<file path="src/rtl/gb_mem_pkg.sv">
// Shared memory-map constants and DMA state encoding for the bus peripherals
// that sit between the sm83 core and the memory model.
package gb_mem_pkg;

  localparam logic [15:0] ADDR_DMA   = 16'hFF46;
  localparam logic [15:0] HRAM_LO    = 16'hFF80;
  localparam logic [15:0] HRAM_HI    = 16'hFFFE;
  localparam logic [15:0] OAM_BASE   = 16'hFE00;
  localparam int          HRAM_DEPTH = 127;

  typedef enum logic [1:0] {
    IDLE = 2'd0,
    DLY  = 2'd1,
    RD   = 2'd2,
    WR   = 2'd3
  } dma_state_t;

  function automatic logic is_hram(input logic [15:0] addr);
    return (addr >= HRAM_LO) && (addr <= HRAM_HI);
  endfunction

  // Pages E0-FF are echo RAM; the DMA engine sees them as C0-DF.
  function automatic logic [7:0] dma_src_page(input logic [7:0] dma_reg);
    return (dma_reg >= 8'hE0) ? (dma_reg - 8'h20) : dma_reg;
  endfunction

endpackage

</file>
<file path="src/rtl/hram.sv">
// High RAM (FF80-FFFE): 127 bytes, synchronous write, asynchronous read.
// It stays reachable by the CPU while OAM DMA owns the shared bus.
module hram
  import gb_mem_pkg::*;
(
  input  logic       clk_i,
  input  logic       we_i,
  input  logic [6:0] addr_i,
  input  logic [7:0] wdata_i,
  output logic [7:0] rdata_o
);

  logic [7:0] mem_q [0:HRAM_DEPTH-1];

  always_ff @(posedge clk_i) begin
    if (we_i) begin
      mem_q[addr_i] <= wdata_i;
    end
  end

  assign rdata_o = mem_q[addr_i];

endmodule

</file>
<file path="src/rtl/oam_dma_ctrl.sv">
// OAM DMA controller: owns the single shared memory port, passes CPU traffic
// through when idle, and copies LEN bytes from {src_page,8'h00} into OAM.
module oam_dma_ctrl
  import gb_mem_pkg::*;
#(
  parameter int LEN         = 160,
  parameter int START_DELAY = 1
) (
  input  logic        clk,
  input  logic        rst,
  input  logic [15:0] cpu_addr,
  input  logic [7:0]  cpu_wdata,
  input  logic        cpu_write,
  output logic [7:0]  cpu_rdata,
  output logic [15:0] mem_addr,
  output logic [7:0]  mem_wdata,
  output logic        mem_write,
  input  logic [7:0]  mem_rdata,
  output logic        dma_active,
  output dma_state_t  state_dbg
);

  if (LEN < 1 || LEN > 256) begin : g_len_check
    $error("oam_dma_ctrl: LEN must be in 1..256 (8-bit index)");
  end
  if (START_DELAY < 1 || START_DELAY > 256) begin : g_dly_check
    $error("oam_dma_ctrl: START_DELAY must be in 1..256");
  end

  localparam logic [7:0] IDX_LAST = 8'(LEN - 1);
  localparam logic [7:0] DLY_LAST = 8'(START_DELAY - 1);

  dma_state_t state_q, state_d;
  logic [7:0] idx_q, idx_d;
  logic [7:0] dly_q, dly_d;
  logic [7:0] dma_reg_q, dma_reg_d;
  logic [7:0] data_buf_q, data_buf_d;

  logic       hit_hram;
  logic       hit_dma;
  logic       passthru;
  logic       dma_reg_wr;
  logic [7:0] src_page;
  logic [7:0] hram_rdata;

  assign hit_hram   = is_hram(cpu_addr);
  assign hit_dma    = (cpu_addr == ADDR_DMA);
  assign passthru   = !hit_hram && !hit_dma;
  assign dma_reg_wr = cpu_write && hit_dma;
  assign src_page   = dma_src_page(dma_reg_q);

  hram u_hram (
    .clk_i   (clk),
    .we_i    (cpu_write && hit_hram),
    .addr_i  (cpu_addr[6:0]),
    .wdata_i (cpu_wdata),
    .rdata_o (hram_rdata)
  );

  always_comb begin
    state_d    = state_q;
    idx_d      = idx_q;
    dly_d      = dly_q;
    dma_reg_d  = dma_reg_q;
    data_buf_d = data_buf_q;
    mem_addr   = cpu_addr;
    mem_wdata  = cpu_wdata;
    mem_write  = 1'b0;

    case (state_q)
      IDLE: begin
        mem_write = cpu_write && passthru;
      end
      DLY: begin
        if (dly_q == DLY_LAST) begin
          dly_d   = 8'd0;
          state_d = RD;
        end else begin
          dly_d = dly_q + 8'd1;
        end
      end
      RD: begin
        mem_addr   = {src_page, idx_q};
        data_buf_d = mem_rdata;
        state_d    = WR;
      end
      WR: begin
        mem_addr  = OAM_BASE + {8'h00, idx_q};
        mem_wdata = data_buf_q;
        mem_write = 1'b1;
        if (idx_q == IDX_LAST) begin
          idx_d   = 8'd0;
          state_d = IDLE;
        end else begin
          idx_d   = idx_q + 8'd1;
          state_d = RD;
        end
      end
      default: state_d = IDLE;
    endcase

    // A write to FF46 in any state (re)starts the copy from byte 0.
    if (dma_reg_wr) begin
      dma_reg_d = cpu_wdata;
      idx_d     = 8'd0;
      dly_d     = 8'd0;
      state_d   = DLY;
    end
  end

  always_ff @(posedge clk) begin
    if (rst) begin
      state_q    <= IDLE;
      idx_q      <= 8'd0;
      dly_q      <= 8'd0;
      dma_reg_q  <= 8'hFF;
      data_buf_q <= 8'h00;
    end else begin
      state_q    <= state_d;
      idx_q      <= idx_d;
      dly_q      <= dly_d;
      dma_reg_q  <= dma_reg_d;
      data_buf_q <= data_buf_d;
    end
  end

  always_comb begin
    if (hit_hram) begin
      cpu_rdata = hram_rdata;
    end else if (hit_dma) begin
      cpu_rdata = dma_reg_q;
    end else if (state_q == IDLE) begin
      cpu_rdata = mem_rdata;
    end else begin
      cpu_rdata = 8'hFF;
    end
  end

  assign dma_active = (state_q != IDLE);
  assign state_dbg  = state_q;

endmodule

</file>
<file path="config.mk">
export PLATFORM = sky130hd
export DESIGN_NAME = oam_dma_ctrl
export DESIGN_NICKNAME = d
export VERILOG_FILES = /design/src/rtl/gb_mem_pkg.sv /design/src/rtl/hram.sv /design/src/rtl/oam_dma_ctrl.sv
export SDC_FILE = /design/constraint.sdc
export NUM_CORES = 1
export LEC_CHECK = 0
export ABC_AREA = 0
export CAP_MARGIN = 0
export CORE_MARGIN = 4
export CORE_UTILIZATION = 25
export CTS_BUF_LIST = sky130_fd_sc_hd__clkbuf_8 sky130_fd_sc_hd__clkbuf_16
export DETAILED_ROUTE_END_ITERATION = 6
export HOLD_SLACK_MARGIN = 0.05
export SLEW_MARGIN = 20
export SYNTH_ARGS = -nofsm -noshare
export SYNTH_HDL_FRONTEND = slang
export SYNTH_SLANG_ARGS = --single-unit
</file>
<file path="constraint.sdc">
create_clock -name clk -period 3.5 [get_ports clk]
set_clock_uncertainty 0.2 [all_clocks]
set_input_delay 0.525 -clock clk [delete_from_list [all_inputs] [get_ports clk]]
set_output_delay 0.525 -clock clk [all_outputs]
set_load 0.005 [all_outputs]
</file>
==> flow_summary.json <==
{
  "detailedPlacementHpwl_mm": 71.4,
  "cts-root-to-sink-buffers": 3,
  "drive_gt1_share_pct": 25.4,
  "postSynthCellCount": 2521,
  "antenna_found_initial": 4,
  "tightestPinTransition_ns": 0.855,
  "fillers": 15800,
  "setup_viol_count_final": 1,
  "post-synth-top-area-fraction_pct": 73.1,
  "route.vias.total": 24800,
  "timing.setup.tns_ns": -0.0815,
  "power_mw": 27.2,
  "first_global_vias": 24100,
  "worst_skew_pair.late_latency_ns": 0.71,
  "rel_slew_slack_pct": 43.0,
  "drt_first_iter_violations": 2680,
  "dieArea_um2": 174000,
  "reported_leakage_power_nw": 18.6,
  "io_buffer_count": 70,
  "place_ws_ns": -1.07,
  "synth_area_leader_cell": "edfxtp_1",
  "clockRootBuffer": "clkbuf_16",
  "synth_warnings": 0,
  "initial_core_util_pct": 25.2,
  "dr.pass1.iters": 7,
  "rows": 149,
  "boundary_pins": 71,
  "synth_fp_nets": 2564,
  "fraction_of_registers_with_async_set_reset_pct": 0,
  "viasPerCell": 4.67,
  "synthesized_flop_and_latch_total": 1050,
  "post-route-util_pct": 32.2,
  "syn_area_per_cell_um2": 16.6,
  "syn2layout_area_growth_pct": 27.4,
  "ys.flop_type": "edfxtp_1",
  "clkSinkCount": 1050,
  "finish.net_count": 3084,
  "die_width_um": 417,
  "critPathKind": "in2out",
  "ant_nets": 0,
  "syn-cell-area_um2": 41700,
  "rsz_0062_raised_after_global_routing": "true",
  "area_of_all_sequential_standard_cells_um2": 31200,
  "core_area_um2": 165000,
  "outcome": "finished with violations",
  "htree_num_levels": 3,
  "synth_top_cells_by_area": "edfxtp_1, mux2i_1, o22ai_1",
  "tritoncts": "built",
  "cp_max_fo": 7,
  "clkTransAtPathRegs_ns": 0.07,
  "ys_seq_area_share_pct": 74.7,
  "drt_wl_total_mm": 115,
  "die_h_um": 417,
  "vdd_drop_max_mv": 0.375,
  "layout_commonest_cell": "edfxtp_1",
  "max-cap-violations": 0,
  "top_achievable_clock_speed_mhz": 279,
  "first_pass_grt_wire_length_mm": 167,
  "cp_data_required_time_ns": 2.77,
  "synth.lib_cells_used.distinct": 52,
  "final_critical_path_setup_slack_ns": -0.0815,
  "layout.cells.most_common_list": "edfxtp_1, mux2i_1, buf_4, o22ai_1, nor2_1",
  "multi_input_area_um2": 10300,
  "violations": "setup timing",
  "endpoint_kind": "output port",
  "grt_usage_pct": 12.8,
  "powerDensity_nw_per_um2": 511,
  "globalRoute.totalOverflow": 0,
  "drc_violations_left": 0,
  "synth_edf_count": 1016,
  "maximum_number_of_pins_on_one_net_before_global_route_repair": 109,
  "final_slew_violations": 0,
  "detail_route.wl_per_cell_um": 21.7,
  "timing.critical_path.arrival_ns": 2.86,
  "final-hold-violation-count": 0,
  "globalplace.congestion": 0.834,
  "cts_buffers": 99,
  "min_period_ns": 3.58,
  "layout_worst_path_cycle_share_pct": 102,
  "critical_path.startpoint_type": "primary input",
  "hold_path_class": "in2reg"
}
sequential cells by signal, indices dropped and copies added (netlist names):
name,count
dly_q,8
data_buf_q,8
u_hram.mem_q,1016
state_dbg,2
dma_reg_q,8
idx_q,8
per-stage QoR:
| step | instance area [µm²] | cells | hold slack [ns] |
|---|---|---|---|
| detailed placement | 48100 | 5058 | 0.276 |
| global route | 53200 | 5311 | 0.137 |
| CTS | 52800 | 5291 | 0.135 |
| floorplan | 41700 | 2521 | 0.254 |
| global placement | 48100 | 5058 | 0.266 |
| finish | 53200 | 5312 | 0.174 |
Yosys cell counts, types with 2 or more instances:
cell type	number
edfxtp_1	1016
mux2i_1	512
o22ai_1	247
nor2_1	172
o21ai_0	134
clkbuf_1	66
nand2_1	48
buf_4	36
dfxtp_1	34
buf_2	29
nand4_1	27
a21oi_1	21
nor2b_1	19
mux2_2	18
a211o_1	12
buf_1	12
nand3_1	11
buf_6	10
o21ai_1	9
xor2_1	9
a41oi_1	8
ha_1	8
inv_1	8
nand3b_1	8
a32oi_1	6
and2_1	4
a311o_1	3
nand2b_1	3
nor4b_1	3
xnor2_1	3
a22o_1	2
buf_8	2
nor3_1	2
cells by family (layout without fill, tap and decap cells):
logic type	Yosys count	after routing	share of synthesized area, %
other	0	1	0
buffers and inverters	163	764	2.11
adder cells (fa/ha/maj)	8	8	0.240
flip-flops	1050	1050	74.7
AO/OA/AOI/OAI	449	449	6.48
AND/OR/NAND/NOR	308	308	3.37
multiplexers	531	531	12.8
XOR/XNOR	12	12	0.252
final timing paths:
| path | start | to | slack (ns) | depth (start not counted) |
|---|---|---|---|---|
| worst max register to register | dly_q[0] | state_dbg[0] | 1.51 | 8 |
| worst min register to register | data_buf_q[0] | data_buf_q[0] | 0.29 | 2 |
| worst max-delay path | cpu_addr[0] | cpu_rdata[3] | -0.08 | 10 |
| worst min-delay path | cpu_wdata[4] | u_hram.mem_q[55][4] | 0.17 | 1 |
cell type report:
class / count / share of cell area (%)
sequential: 1050 / 58.6
clock buffer: 104 / 4.83
tap: 2189 / 5.15
multi-input combinational: 1308 / 19.3
clock inverter: 78 / 1.31
timing repair buffer: 574 / 10.7
inverter: 8 / 0.0565
antenna: 1 / 0.00470
timing repair:
| item | CTS | global route |
|---|---|---|
| hold buffers | 1 | 0 |
| pin swaps | 40 | 20 |
| endpoints found under the hold margin | 3 | 0 |
| setup endpoints to repair | 9 | 14 |
| setup buffers | 38 | 18 |
| resized for setup | 220 | 67 |
| cloned | 16 | 4 |
power breakdown:
| part | switching, mW | internal [mW] |
|---|---|---|
| combinational | 1.39 | 1.18 |
| clock | 4.68 | 6.07 |
| sequential | 0.0297 | 13.8 |
metal layers:
metal  track usage [%]  part of all wire (%)
met4              3.28                   2.5
met5                 0                     0
met2              20.2                    46
met3              2.55                   7.4
met1              18.0                    44
critical path, cell delays in order:
cell and delay [ns]:
clkbuf_16 0.17, bufbuf_16 0.30, buf_4 0.19, mux2i_2 0.27, o22ai_1 0.11, o21ai_1 0.14
nand4_1 0.25, and2_1 0.27, o41a_1 0.46, buf_2 0.15
Power figures use the tool's default switching activity.
